$ cat src/rtl/stage_sequencer_if.sv
`timescale 1ns/1ps
`default_nettype none
// ============================================================================
//  Module   : stage_sequencer_if
//  Purpose  : Bundles the control handshake between the ARM-LP controller
//             side and the stage sequencer.
//  Signals  : start, haltReq, memReady, memReadFlag, memWriteFlag,
//             regWriteFlag                   -> into the sequencer
//             fetchEn, decodeEn, executeEn, memEn, writeBackEn, pcUpdateEn,
//             stage[2:0], busy, memFault, retiredCount[CNT_W-1:0]
//                                            <- out of the sequencer
//  Modports : master = controller/datapath side, slave = sequencer side
//  Revision : 1.0 - initial release
// ============================================================================
interface stage_sequencer_if #(
    parameter int CNT_W = 32
);
    logic             start;
    logic             haltReq;
    logic             memReady;
    logic             memReadFlag;
    logic             memWriteFlag;
    logic             regWriteFlag;

    logic             fetchEn;
    logic             decodeEn;
    logic             executeEn;
    logic             memEn;
    logic             writeBackEn;
    logic             pcUpdateEn;
    logic [2:0]       stage;
    logic             busy;
    logic             memFault;
    logic [CNT_W-1:0] retiredCount;

    modport master (
        output start, haltReq, memReady, memReadFlag, memWriteFlag, regWriteFlag,
        input  fetchEn, decodeEn, executeEn, memEn, writeBackEn, pcUpdateEn,
        input  stage, busy, memFault, retiredCount
    );

    modport slave (
        input  start, haltReq, memReady, memReadFlag, memWriteFlag, regWriteFlag,
        output fetchEn, decodeEn, executeEn, memEn, writeBackEn, pcUpdateEn,
        output stage, busy, memFault, retiredCount
    );
endinterface
`default_nettype wire

$ cat src/rtl/stage_sequencer.sv
`timescale 1ns/1ps
`default_nettype none
// ============================================================================
//  Module   : stage_sequencer
//  Purpose  : Multi-cycle stage sequencer for the ARM-LP datapath. Issues
//             one-hot stage enables, stretches FETCH/MEMORY until the cache
//             reports ready (with a wait timeout that traps into FAULT) and
//             counts retired instructions.
//  Ports    : clock   - rising-edge processor clock
//             resetN  - asynchronous active-low reset
//             bus     - stage_sequencer_if.slave (flags in, enables/status out)
//  Params   : CNT_W       - width of retiredCount
//             MEM_TIMEOUT - wait cycles tolerated in FETCH/MEMORY (1..255)
//  Revision : 1.0 - initial release
// ============================================================================
module stage_sequencer #(
    parameter int CNT_W       = 32,
    parameter int MEM_TIMEOUT = 15
) (
    input  wire logic         clock,
    input  wire logic         resetN,
    stage_sequencer_if.slave  bus
);

    typedef enum logic [2:0] {
        IDLE      = 3'd0,
        FETCH     = 3'd1,
        DECODE    = 3'd2,
        EXECUTE   = 3'd3,
        MEMORY    = 3'd4,
        WRITEBACK = 3'd5,
        HALT      = 3'd6,
        FAULT     = 3'd7
    } state_t;

    // A wait cycle that sees wait_cnt == WAIT_LAST is the MEM_TIMEOUT-th one.
    localparam logic [7:0] WAIT_LAST = 8'(MEM_TIMEOUT - 1);

    state_t           state;
    state_t           next_state;
    logic [7:0]       wait_cnt;
    logic [7:0]       next_wait;
    logic             ld_r;
    logic             st_w;
    logic             rg_w;
    logic [CNT_W-1:0] retired;

    // ------------------------------------------------------------------
    // State, wait counter, latched decode flags, retirement counter
    // ------------------------------------------------------------------
    always_ff @(posedge clock or negedge resetN) begin
        if (!resetN) begin
            state    <= IDLE;
            wait_cnt <= '0;
            ld_r     <= 1'b0;
            st_w     <= 1'b0;
            rg_w     <= 1'b0;
            retired  <= '0;
        end else begin
            state    <= next_state;
            wait_cnt <= next_wait;
            // Flags are captured once and held until the next DECODE so the
            // controller may move on without disturbing this instruction.
            if (state == DECODE) begin
                ld_r <= bus.memReadFlag;
                st_w <= bus.memWriteFlag;
                rg_w <= bus.regWriteFlag;
            end
            if (state == WRITEBACK) begin
                retired <= retired + 1'b1;
            end
        end
    end

    // ------------------------------------------------------------------
    // Next-state logic. next_wait defaults to zero so the counter clears on
    // every transition; it only advances while stalled on memReady.
    // memReady is tested before the timeout, so ready wins a tie.
    // ------------------------------------------------------------------
    always_comb begin
        next_state = state;
        next_wait  = '0;
        unique case (state)
            IDLE: begin
                if (bus.start) next_state = FETCH;
            end
            FETCH: begin
                if (bus.memReady) begin
                    next_state = DECODE;
                end else if (wait_cnt == WAIT_LAST) begin
                    next_state = FAULT;
                end else begin
                    next_wait = wait_cnt + 8'd1;
                end
            end
            DECODE: begin
                next_state = EXECUTE;
            end
            EXECUTE: begin
                next_state = (ld_r || st_w) ? MEMORY : WRITEBACK;
            end
            MEMORY: begin
                if (bus.memReady) begin
                    next_state = WRITEBACK;
                end else if (wait_cnt == WAIT_LAST) begin
                    next_state = FAULT;
                end else begin
                    next_wait = wait_cnt + 8'd1;
                end
            end
            WRITEBACK: begin
                next_state = bus.haltReq ? HALT : FETCH;
            end
            HALT: begin
                if (bus.start) next_state = FETCH;
            end
            FAULT: begin
                next_state = FAULT;
            end
            default: begin
                next_state = IDLE;
            end
        endcase
    end

    // ------------------------------------------------------------------
    // Moore outputs: decoded only from registered state and latched flags.
    // FAULT is left only through reset, so memFault is sticky by design.
    // ------------------------------------------------------------------
    assign bus.fetchEn      = (state == FETCH);
    assign bus.decodeEn     = (state == DECODE);
    assign bus.executeEn    = (state == EXECUTE);
    assign bus.memEn        = (state == MEMORY);
    assign bus.writeBackEn  = (state == WRITEBACK) && rg_w;
    assign bus.pcUpdateEn   = (state == WRITEBACK);
    assign bus.stage        = state;
    assign bus.busy         = (state != IDLE) && (state != HALT) && (state != FAULT);
    assign bus.memFault     = (state == FAULT);
    assign bus.retiredCount = retired;

endmodule
`default_nettype wire

$ cat src/flat_wrapper.sv
// flat-port wrapper written by rule: the top's interface ports become plain ports
module stage_sequencer_flat 
#(
    parameter int CNT_W       = 32,
    parameter int MEM_TIMEOUT = 15
)
  (clock, resetN, bus_start, bus_haltReq, bus_memReady, bus_memReadFlag, bus_memWriteFlag, bus_regWriteFlag, bus_fetchEn, bus_decodeEn, bus_executeEn, bus_memEn, bus_writeBackEn, bus_pcUpdateEn, bus_stage, bus_busy, bus_memFault, bus_retiredCount);
  stage_sequencer_if #(.CNT_W(CNT_W)) bus_i ();
  input  wire logic clock;
  input  wire logic resetN;
  input wire logic [$bits(bus_i.start)-1:0] bus_start;
  input wire logic [$bits(bus_i.haltReq)-1:0] bus_haltReq;
  input wire logic [$bits(bus_i.memReady)-1:0] bus_memReady;
  input wire logic [$bits(bus_i.memReadFlag)-1:0] bus_memReadFlag;
  input wire logic [$bits(bus_i.memWriteFlag)-1:0] bus_memWriteFlag;
  input wire logic [$bits(bus_i.regWriteFlag)-1:0] bus_regWriteFlag;
  output wire logic [$bits(bus_i.fetchEn)-1:0] bus_fetchEn;
  output wire logic [$bits(bus_i.decodeEn)-1:0] bus_decodeEn;
  output wire logic [$bits(bus_i.executeEn)-1:0] bus_executeEn;
  output wire logic [$bits(bus_i.memEn)-1:0] bus_memEn;
  output wire logic [$bits(bus_i.writeBackEn)-1:0] bus_writeBackEn;
  output wire logic [$bits(bus_i.pcUpdateEn)-1:0] bus_pcUpdateEn;
  output wire logic [$bits(bus_i.stage)-1:0] bus_stage;
  output wire logic [$bits(bus_i.busy)-1:0] bus_busy;
  output wire logic [$bits(bus_i.memFault)-1:0] bus_memFault;
  output wire logic [$bits(bus_i.retiredCount)-1:0] bus_retiredCount;
  assign bus_i.start = bus_start;
  assign bus_i.haltReq = bus_haltReq;
  assign bus_i.memReady = bus_memReady;
  assign bus_i.memReadFlag = bus_memReadFlag;
  assign bus_i.memWriteFlag = bus_memWriteFlag;
  assign bus_i.regWriteFlag = bus_regWriteFlag;
  assign bus_fetchEn = bus_i.fetchEn;
  assign bus_decodeEn = bus_i.decodeEn;
  assign bus_executeEn = bus_i.executeEn;
  assign bus_memEn = bus_i.memEn;
  assign bus_writeBackEn = bus_i.writeBackEn;
  assign bus_pcUpdateEn = bus_i.pcUpdateEn;
  assign bus_stage = bus_i.stage;
  assign bus_busy = bus_i.busy;
  assign bus_memFault = bus_i.memFault;
  assign bus_retiredCount = bus_i.retiredCount;
  stage_sequencer #(.CNT_W(CNT_W), .MEM_TIMEOUT(MEM_TIMEOUT)) u_core (.clock(clock), .resetN(resetN), .bus(bus_i));
endmodule
$ cat config.mk
export PLATFORM = sky130hd
export DESIGN_NAME = stage_sequencer_flat
export DESIGN_NICKNAME = d
export VERILOG_FILES = /design/src/rtl/stage_sequencer_if.sv /design/src/rtl/stage_sequencer.sv /design/src/flat_wrapper.sv
export SDC_FILE = /design/constraint.sdc
export NUM_CORES = 1
export LEC_CHECK = 0
export BUFFER_PORTS_ARGS = -buffer_cell sky130_fd_sc_hd__buf_4
export CAP_MARGIN = 20
export CELL_PAD_IN_SITES_DETAIL_PLACEMENT = 0
export CELL_PAD_IN_SITES_GLOBAL_PLACEMENT = 2
export CORE_MARGIN = 2
export CORE_UTILIZATION = 35
export CTS_BUF_LIST = sky130_fd_sc_hd__clkbuf_8
export DETAILED_ROUTE_END_ITERATION = 10
export PLACE_DENSITY_LB_ADDON = 0.3
export SYNTH_ARGS = -nofsm -noshare
export SYNTH_HDL_FRONTEND = slang
export SYNTH_SLANG_ARGS = --single-unit
export TNS_END_PERCENT = 100
$ cat constraint.sdc
create_clock -name clock -period 2 [get_ports clock]
set_clock_uncertainty 0.05 [all_clocks]
set_input_delay 0 -clock clock [delete_from_list [all_inputs] [get_ports clock]]
set_output_delay 0 -clock clock [all_outputs]
set_load 0.05 [all_outputs]
# [Word-level counts from Yosys, hierarchy flattened]
# Cells that the tools add are included.
[op_classes] n_addsub=2 n_eq_ne=11 mux=10 n_reduce_logical=8
[op_table] op="$add 32x1->32 const B" n=1
[op_table] op="$mux 8" n=3
[op_table] op="$pmux 3 s7" n=1
[op_table] op="$mux 3" n=5
[op_table] op="$eq 3x3->1 const B" n=4
[op_table] op="$add 8x1->8 const B" n=1
[op_table] op="$eq 8x4->1 const B" n=1
[op_table] op="$eq 3x2->1 const B" n=2
[op_table] op="$ne 3x3->1 const B" n=2
[op_table] op="$reduce_or 2->1" n=2
[op_table] op="$eq 3x1->1 const B" n=1
[op_table] op="$logic_and 1x1->1" n=3
[op_table] op="$logic_not 3->1" n=1
[op_table] op="$reduce_bool 3->1" n=1
[op_table] op="$ne 2x1->1 const B" n=1
[op_table] op="$logic_or 1x1->1" n=1
[op_table] op="$mux 1" n=1
[word_totals] ff_bits=46 in_bits=8 output_inout_bits=43 word_cells=37

# [Longest topological paths before layout]
# Gate-level depths: netlist (run 1).
[logic_depth] ltp_word=4 ltp_mapped=6 depth_no_buf=6

# [Worst setup path after synthesis (run 1)]
# No wires, ideal clock.
[synth_timing] path_type="reg-to-reg" startpoint="register u_core.state[1] (netlist: u_core.bus.stage[1])" endpoint="register u_core.wait_cnt[2]" setup_ns=0.078 arrival_time_ns=2.639 path_slack_ns=-0.767 stages_incl_launch_ff=6 cell_sequence="dfrtp_1 > clkbuf_2 > clkbuf_1 > nor3_1 > o21ai_1 > nor2_1"
[synth_between] elab_chain_len=3
[synth_rtl] item="start: declaration" line_no="stage_sequencer.sv:39" rtl="state_t state;"
[synth_rtl] item="start signal: assignment" line_no="stage_sequencer.sv:60" rtl="state <= next_state;"
[synth_rtl] item="$eq 3x1->1"
[synth_rtl] item="named net bus_fetchEn" line_no="flat_wrapper.sv:17" rtl="output wire logic [$bits(bus_i.fetchEn)-1:0] bus_fetchEn;"
[synth_rtl] item="$reduce_or 2->1 (no line)"
[synth_rtl] item="$mux 8"
[synth_rtl] item="named net u_core.next_wait[2]" line_no="stage_sequencer.sv:42" rtl="logic [7:0] next_wait;"
[synth_rtl] item="end signal: assignment" line_no="stage_sequencer.sv:61" rtl="wait_cnt <= next_wait;"
[synth_rtl] item="end: declaration" line_no="stage_sequencer.sv:41" rtl="logic [7:0] wait_cnt;"
# The timed path passes the listed nets, and every way through them passes these cells.
# A chain may end at the register's enable or synchronous reset.

# [Worst setup path in the final report (run 1)]
[layout_timing] startpoint="register u_core.state[1] (netlist: u_core.bus.stage[1])" endpoint="output bus_pcUpdateEn"
[layout_between] elab_chain_len=1
[layout_rtl] item="$eq 3x3->1" line_no="stage_sequencer.sv:135" rtl="assign bus.pcUpdateEn = (state == WRITEBACK);"
[layout_rtl] item="end: declaration" line_no="flat_wrapper.sv:22" rtl="output wire logic [$bits(bus_i.pcUpdateEn)-1:0] bus_pcUpdateEn;"
# No other way between the ends.

==> run_results.csv, run 1 <==
group,metric,value,unit
outcome,status,"finished clean",
layout,multiInputGateArea,1110,um^2
placed_design,dp_hpwl,3390,um
setup_path,path_cells,"buf_4, and2b_1, nand2_1, clkinvlp_4, buf_4",
logic_synthesis,synth_top_cell_by_area,"dfrtp_1",
global_routing,track_usage,14.0,%
setup_path,critPathMaxFanout,15,
route,wl,4670,um
global_routing,grt_use_met3,3.40,%
floorplan,initial_utilization,36.0,%
floorplan,dieArea,7200,um^2
layout,area_growth,28.9,%
clock_network,cts_buffers,5,
logic_synthesis,synth_common_cells,"dfrtp_1, xnor2_1, nor2_1, nand2_1, nand4_1",
sta,relSlewSlack,60.4,%
layout,regArea,1160,um^2
setup_path,cpPeakStageDelay,410,ps
setup_path,worst_ep_required_time,1950,ps
pwr,power,3200,uW
logic_synthesis,muxShareOfSynthArea,1.48,%
sta,fin_crit_sh,88.0,%
clock_network,clk_pin_slew,80,ps
flow_run,drv_cap,0,
logic_synthesis,synth_area_leaders,"dfrtp_1, xnor2_1, nand4_1",
setup_path,path_class,"reg2out",
route,postRouteAntennaNets,0,
pwr,cellPowerDensity,1080,nW/um^2
setup_path,critPathCaptureType,"output pin",
route,num_vias,1716,
clock_network,clk_path_buf_depth,2,
logic_synthesis,synth.yosys.seq_area_share,50.3,%
clock_network,cts-root-buf,"clkbuf_8",
setup_path,crit_buf_inv,3,
placed_design,io_buffers,50,
pwr,vdd_drop_max,0.654,mV
sta,holdWs,54.1,ps
route,drtPass1Iterations,4,
clock_network,clk-insertion-delay-late,300,ps
logic_synthesis,synth-xor-area-share,14.2,%
sta,setup_viol,0,
floorplan,rows,29,
global_routing,grt_pass1_vias,1702,
setup_path,crit_slowest_cell,"dfrtp_1",
pwr,p_leak,0.00144,uW
clock_network,numClockSinks,46,
global_routing,use_met1,18.9,%
logic_synthesis,yosys_warnings,0,
floorplan,die_y,84.8,um
logic_synthesis,synth_fp_nets,225,
route,via_per_inst,4.86,
route,drt_iter0_markers,65,
layout,final.fill_count,633,
logic_synthesis,synth_top_family_by_area,"simple AND/OR/NAND/NOR gates",
logic_synthesis,synth_top_area_share,50.3,%
logic_synthesis,avgSynthCellArea,10.7,um^2
floorplan,ioPinCount,51,
floorplan,die_x,84.8,um
logic_synthesis,synth-seq-cells,46,
layout,drive_gt1_share,29.3,%
setup_path,cp_top_family,"buffers and inverters",
route,drc,0,
logic_synthesis,synth_compound_area_share,4.76,%
layout,nets,286,
sta,slew_violations,0,
hold_path,hp-class,"in2reg",
clock_network,h-tree-depth,2,
sta,grt_setup_unrepaired,"no",
logic_synthesis,yosysMostFrequentCell,"dfrtp_1",
logic_synthesis,yosys.area_share.adder,1.64,%
global_routing,grt_max_degree,47,
global_routing,grt-ovfl-total,0,
global_routing,grt_pass1_wl,8150,um
setup_path,crit_top_cell,"buf_4",
sta,worst_pin_slew,590,ps
sta,post-route-min-period,1760,ps
setup_path,startpoint_type,"flop",
clock_network,cts_tree,"built",
logic_synthesis,syn_area,2290,um^2
logic_synthesis,synth-main-ff-cell,"dfrtp_1",
floorplan,core,6350,um^2
logic_synthesis,syn_inst,214,
global_routing,busiest_layer,"met2",
global_routing,antenna_found_initial,0,
route,wl_per_cell,13.2,um
logic_synthesis,synthSimpleGateAreaFrac,25.5,%
logic_synthesis,synth-edff-count,0,
logic_synthesis,ys_types,40,
layout,diodes,0,
logic_synthesis,synthArstFlopShare,100,%
global_routing,grtUsageMet2,22.2,%
setup_path,arrival,1710,ps
sta,hold_viol,0,
sta,max_freq,0.568,GHz
placed_design,gp_congestion,0.734,
report_power, final:
part	leakage [uW]	switching [uW]	internal, uW
Sequential	0.000616	216	1050
Combinational	0.000771	855	444
Clock	0.0000544	313	317
Total	0.00144	1380	1810
per-stage QoR:
step                utilization [%]  instances  setup WS [ps]  instance area [um^2]  setup TNS (ps)
floorplan                         -        214          -10.8                  2310           -67.0
detailed placement             44.0        340            265                  2790               0
CTS                            46.4        353            206                  2950               0
finish                         46.4        353            240                  2950               0
global route                   46.4        353            137                  2950               0
global placement               44.0        340            273                  2790               0
layout by cell type (no fill, tap or decap), types with 2 or more instances in the layout:
| cell | n |
|---|---|
| a21oi_1 | 2 |
| a221oi_1 | 2 |
| and3_1 | 10 |
| and4_1 | 3 |
| buf_4 | 55 |
| clkbuf_8 | 7 |
| dfrtp_1 | 42 |
| dfrtp_2 | 4 |
| dlygate4sd3_1 | 5 |
| ha_1 | 3 |
| inv_1 | 4 |
| mux2_2 | 3 |
| nand2_1 | 17 |
| nand3_1 | 13 |
| nand4_1 | 15 |
| nand4b_4 | 2 |
| nor2_1 | 18 |
| nor3_1 | 6 |
| nor4_4 | 2 |
| o21ai_0 | 3 |
| xnor2_1 | 28 |
| xor2_1 | 9 |
layout make-up:
type,count,share of cell area (%)
Inverter,5,0.764
Multi-Input combinational cell,157,37.5
Clock inverter,1,0.297
Clock buffer,7,3.27
Timing Repair Buffer,60,15.7
Sequential cell,46,39.2
Tap cell,77,3.27
kinds of logic after synthesis:
| family | Yosys count |
|---|---|
| multiplexers | 3 |
| XOR/XNOR | 37 |
| buffers and inverters | 11 |
| AO/OA/AOI/OAI | 16 |
| flip-flops | 46 |
| AND/OR/NAND/NOR | 98 |
| adder cells (fa/ha/maj) | 3 |
registers in the layout, summed over array words and instances, names as in the netlist:
signal                   count
u_core.st_w                  1
u_core.rg_w                  1
u_core.wait_cnt              8
u_core.bus.stage             3
u_core.bus.retiredCount     32
u_core.ld_r                  1
worst min-delay path, cell delays in order:
cell	delay, ps
buf_4	80
nor2b_1	170
a221oi_1	100
final timing paths:
kind | from | end | slack (ps) | cells after the start
max | u_core.bus.stage[1]$_DFFE_PN0P_ | bus_pcUpdateEn | 240 | 5
min | bus_start | u_core.bus.stage[2]$_DFFE_PN0P_ | 50 | 3
max reg2reg | u_core.bus.retiredCount[0]$_DFFE_PN0N_ | u_core.bus.retiredCount[22]$_DFFE_PN0N_ | 290 | 6
min reg2reg | u_core.bus.retiredCount[31]$_DFFE_PN0N_ | u_core.bus.retiredCount[31]$_DFFE_PN0N_ | 430 | 1
max in group asynchronous | resetN | u_core.bus.retiredCount[1]$_DFFE_PN0N_ | 1280 | 2
min in group asynchronous | resetN | u_core.bus.retiredCount[8]$_DFFE_PN0N_ | 180 | 2
routing by layer:
| metal | share of wire, % | wire (um) | vias up |
|---|---|---|---|
| li1 | - | - | 869 |
| met1 | 48 | 2260 | 806 |
| met2 | 46 | 2150 | 35 |
| met3 | 4.2 | 196 | 6 |
| met4 | 1.2 | 54 | 0 |
| met5 | 0 | 0 | - |
timing repair:
| item | 4_1_cts | 5_1_grt |
|---|---|---|
| gates resized for setup | 0 | 0 |
| buffers inserted | 0 | 0 |
| endpoints found under the hold margin | 50 | 0 |
| hold buffers | 5 | 0 |
Note: power is estimated with default switching activity, not from simulation.
==> run 2, diff against run 1 <==
- REMOVE_ABC_BUFFERS: default -> 1
==> run_results.csv, run 2 (synthesis results as in run 1) <==
group,metric,value,unit
outcome,status,"finished clean",
placed_design,gp_congestion,0.787,
placed_design,io_buffers,50,
pwr,cellPowerDensity,1080,nW/um^2
floorplan,initial_utilization,36.0,%
sta,grt_setup_unrepaired,"no",
route,wl,4720,um
sta,worst_pin_slew,585,ps
clock_network,clk_path_buf_depth,2,
layout,largest_reg_flops,32,
clock_network,numClockSinks,46,
sta,holdWs,52.1,ps
clock_network,postCtsSetupBuffers,0,
sta,setup_viol,0,
setup_path,arrival,1900,ps
sta,fin_ws,232,ps
flow_run,drv_cap,0,
global_routing,grt_pass1_vias,1693,
layout,diodes,0,
setup_path,critPathCaptureType,"flop",
clock_network,cts-root-buf,"clkbuf_8",
clock_network,clk_pin_slew,80,ps
clock_network,cts_tree,"built",
route,wl_per_cell,13.3,um
route,postRouteAntennaNets,0,
setup_path,worstSetupPathDepth,6,
clock_network,h-tree-depth,2,
layout,design_area,2920,um^2
route,drc,0,
route,drtPass1Iterations,4,
route,drt_iter0_markers,43,
setup_path,critPathMaxFanout,10,
setup_path,worst_ep_required_time,2140,ps
setup_path,reg2reg_depth,6,
layout,nets,288,
layout,drive_gt1_share,26.6,%
global_routing,grt_pass1_wl,8140,um
setup_path,cpPeakStageDelay,450,ps
floorplan,rows,29,
setup_path,cp_top_family,"simple AND/OR/NAND/NOR gates",
setup_path,path_cells,"ha_1, nand4b_4, nor4_4, buf_4, nand4_1, xnor2_1",
global_routing,grt_max_degree,47,
clock_network,ctsResizeCount,0,
global_routing,antenna_found_initial,0,
global_routing,grt-ovfl-total,0,
hold_path,hp-class,"in2reg",
clock_network,clk-insertion-delay-late,290,ps
layout,final_common_cell,"buf_4",
global_routing,track_usage,13.9,%
floorplan,dieArea,7200,um^2
sta,slew_violations,0,
floorplan,die_x,84.8,um
sta,relSlewSlack,61.0,%
placed_design,dp_hpwl,3340,um
sta,max_freq,0.566,GHz
layout,most-common-layout-cells,"buf_4, dfrtp_1, xnor2_1",
sta,fin_crit_sh,88.4,%
setup_path,startpoint_type,"flop",
setup_path,crit_slowest_cell,"dfrtp_1",
floorplan,ioPinCount,51,
hold_path,hold_path_depth,4,
route,via_per_inst,4.87,
setup_path,crit_buf_inv,1,
floorplan,core,6350,um^2
route,num_vias,1729,
floorplan,die_y,84.8,um
pwr,p_leak,0.00146,uW
sta,hold_viol,0,
pwr,vdd_drop_max,1.03,mV
layout,area_growth,27.8,%
clock_network,cts_buffers,5,
placed_design,postPlaceCellArea,2780,um^2
setup_path,path_class,"reg2reg",
sta,post-route-min-period,1770,ps
placed_design,pre_cts_ws,253,ps
[run 2: changes by cell type in the layout (fill, tap and decap cells not counted), moves of 2 or more]
cell     before  now
buf_4        55   57
dfrtp_1      42   46
dfrtp_2       4    0
inv_1         4    6
[run 2: what timing repair did]
item                                    CTS  global route
endpoints found under the setup margin    0             0
hold buffers                              4             1
hold endpoints to repair                 49             1
[run 2: per-stage QoR]
stage          total power (uW)  utilization [%]  cells  setup TNS [ps]
2_1_floorplan              2140                -    208           -7730
3_3_place_gp               2590             43.8    342               0
3_5_place_dp               2590             43.8    342               0
4_1_cts                    3180             45.9    354               0
5_1_grt                    3330             46.0    355               0
6_report                   3150             46.0    355               0
[run 2: worst paths after layout]
kind / endpoint / slack (ps) / start
max: u_core.bus.retiredCount[22]$_DFFE_PN0N_ / 230 / u_core.bus.retiredCount[1]$_DFFE_PN0N_
min: u_core.bus.stage[0]$_DFFE_PN0P_ / 50 / bus_start
max reg2reg: u_core.bus.retiredCount[22]$_DFFE_PN0N_ / 230 / u_core.bus.retiredCount[1]$_DFFE_PN0N_
min reg2reg: u_core.bus.retiredCount[31]$_DFFE_PN0N_ / 430 / u_core.bus.retiredCount[31]$_DFFE_PN0N_
max in group asynchronous: u_core.bus.retiredCount[30]$_DFFE_PN0N_ / 1310 / resetN
min in group asynchronous: u_core.bus.retiredCount[10]$_DFFE_PN0N_ / 190 / resetN
[run 2: area by class of cell]
class	instances	area (um^2)
Fill cell	628	3430
Tap cell	77	96.3
Sequential cell	46	1150
Timing Repair Buffer	62	478
Inverter	5	18.8
Multi-Input combinational cell	157	1090
Clock buffer	6	82.6
Clock inverter	2	8.76
[run 2: worst min-delay path: stages]
cell	delay (ps)
buf_4	80
nor2_1	40
a21boi_0	110
o2bb2ai_1	130
[run 2: power by group]
group / switching [uW] / internal [uW]
Combinational: 891 / 468
Clock: 310 / 274
Sequential: 162 / 1050
Total: 1360 / 1790
[run 2: metal layers]
metal | GRT usage [%] | up-vias | part of all wire, %
met5 | 0 | - | 0
met1 | 20.2 | 806 | 50
met3 | 3.50 | 6 | 4.8
met2 | 20.5 | 43 | 44
li1 | - | 874 | -
met4 | 3.90 | 0 | 1.2
==> run 3, diff against run 2 <==
- HOLD_SLACK_MARGIN: default -> 0.08
==> run_results.csv, run 3 (synthesis results as in run 1) <==
group,metric,value,unit
floorplan,dieArea,7200,um^2
floorplan,rows,29,
layout,final.fill_count,626,
floorplan,die_y,84.8,um
layout,regArea,1150,um^2
clock_network,cts-root-buf,"clkbuf_8",
pwr,vdd_drop_max,1.03,mV
route,drtPass1Iterations,4,
layout,drive_gt1_share,26.4,%
layout,multiInputGateArea,1090,um^2
pwr,p_leak,0.00146,uW
placed_design,gp_congestion,0.787,
clock_network,cts_buffers,5,
sta,post-route-min-period,1770,ps
clock_network,clk_path_buf_depth,2,
pwr,switching_share,43.2,%
global_routing,grt-ovfl-total,0,
outcome,status,"finished clean",
global_routing,track_usage,13.9,%
sta,slew_violations,0,
route,num_vias,1737,
layout,area_growth,28.7,%
sta,fin_ws,233,ps
layout,final_common_cell,"buf_4",
pwr,pwr-share-comb,43.2,%
pwr,pwr-share-seq,38.3,%
route,wl,4720,um
setup_path,startpoint_type,"flop",
pwr,internal-power,1790,uW
global_routing,antenna_found_initial,0,
setup_path,critPathMaxFanout,10,
route,wl_per_cell,13.2,um
clock_network,clk_pin_slew,90,ps
clock_network,clk-insertion-delay-late,290,ps
hold_path,hp-class,"in2async",
sta,hold_viol,0,
route,via_per_inst,4.87,
floorplan,ioPinCount,51,
placed_design,dp_hpwl,3340,um
sta,fin_crit_sh,88.4,%
setup_path,worst_ep_required_time,2140,ps
floorplan,core,6350,um^2
route,postRouteAntennaNets,0,
pwr,switchingPower,1360,uW
clock_network,numClockSinks,46,
clock_network,cts_tree,"built",
layout,diodes,0,
global_routing,grt_pass1_vias,1690,
pwr,clkPwrFrac,18.5,%
flow_run,drv_cap,0,
floorplan,die_x,84.8,um
route,drc,0,
global_routing,grt_pass1_wl,8140,um
placed_design,pre_cts_ws,253,ps
clock_network,h-tree-depth,2,
setup_path,arrival,1900,ps
layout,post-route-util,46.4,%
sta,max_freq,0.566,GHz
layout,nets,290,
sta,worst_pin_slew,589,ps
setup_path,critPathCaptureType,"flop",
route,drt_iter0_markers,44,
pwr,cellPowerDensity,1070,nW/um^2
sta,grt_setup_unrepaired,"no",
floorplan,initial_utilization,36.0,%
clock_network,ctsResizeCount,0,
placed_design,io_buffers,50,
sta,holdWs,187,ps
sta,setup_viol,0,
global_routing,grt_max_degree,47,
layout,largest_reg_flops,32,
layout,design_area,2940,um^2
setup_path,path_class,"reg2reg",
placed_design,postPlaceCellArea,2780,um^2
layout,most-common-layout-cells,"buf_4, dfrtp_1, xnor2_1",
sta,relSlewSlack,60.7,%
-- run 3: per-stage QoR --
step,power (uW),cells,TNS (ps)
2_1_floorplan,2140,208,-7730
3_3_place_gp,2590,342,0
3_5_place_dp,2590,342,0
4_1_cts,3190,357,0
5_1_grt,3330,357,0
6_report,3150,357,0
-- run 3: repair_timing --
action	4_1_cts	5_1_grt
setup buffers	0	0
hold endpoints to repair	52	0
hold buffers	7	0
-- run 3: final timing paths --
kind                                                           end  depth (start not counted)                                     from  slack [ps]
max in group asynchronous  u_core.bus.retiredCount[30]$_DFFE_PN0N_                          2                                   resetN        1300
hold reg to reg            u_core.bus.retiredCount[31]$_DFFE_PN0N_                          1  u_core.bus.retiredCount[31]$_DFFE_PN0N_         430
setup reg to reg           u_core.bus.retiredCount[22]$_DFFE_PN0N_                          6   u_core.bus.retiredCount[1]$_DFFE_PN0N_         230
hold / removal             u_core.bus.retiredCount[10]$_DFFE_PN0N_                          2                                   resetN         190
setup / recovery           u_core.bus.retiredCount[22]$_DFFE_PN0N_                          6   u_core.bus.retiredCount[1]$_DFFE_PN0N_         230
min in group clock                         u_core.ld_r$_DFFE_PN0P_                          3                          bus_memReadFlag         420
-- run 3: layout make-up --
cell class                      instances  share of cell area (%)
Clock buffer                            6                    2.80
Clock inverter                          2                   0.297
Inverter                                5                   0.637
Multi-Input combinational cell        157                    37.0
Sequential cell                        46                    39.1
Tap cell                               77                    3.27
Timing Repair Buffer                   64                    16.9
-- run 3: critical path: stages (launching register included) --
cell      delay, ps
dfrtp_1         450
ha_1            280
nand4b_4        140
nor4_4          270
buf_4           220
nand4_1         120
xnor2_1         140
-- run 3: layer usage --
| metal | track usage [%] | vias to the layer above | wire (um) |
|---|---|---|---|
| li1 | - | 878 | - |
| met1 | 20.2 | 810 | 2360 |
| met2 | 20.6 | 43 | 2070 |
| met3 | 3.50 | 6 | 227 |
| met4 | 3.90 | 0 | 56 |
| met5 | 0 | - | 0 |
-- run 3: power by group through the flow --
stage	registers [uW]	clock network, uW	logic, uW
3_5_place_dp	1230	0	1360
4_1_cts	1210	605	1380
6_report	1210	584	1360
5_1_grt	1230	647	1450
3_3_place_gp	1230	0	1360
2_1_floorplan	1510	0	631
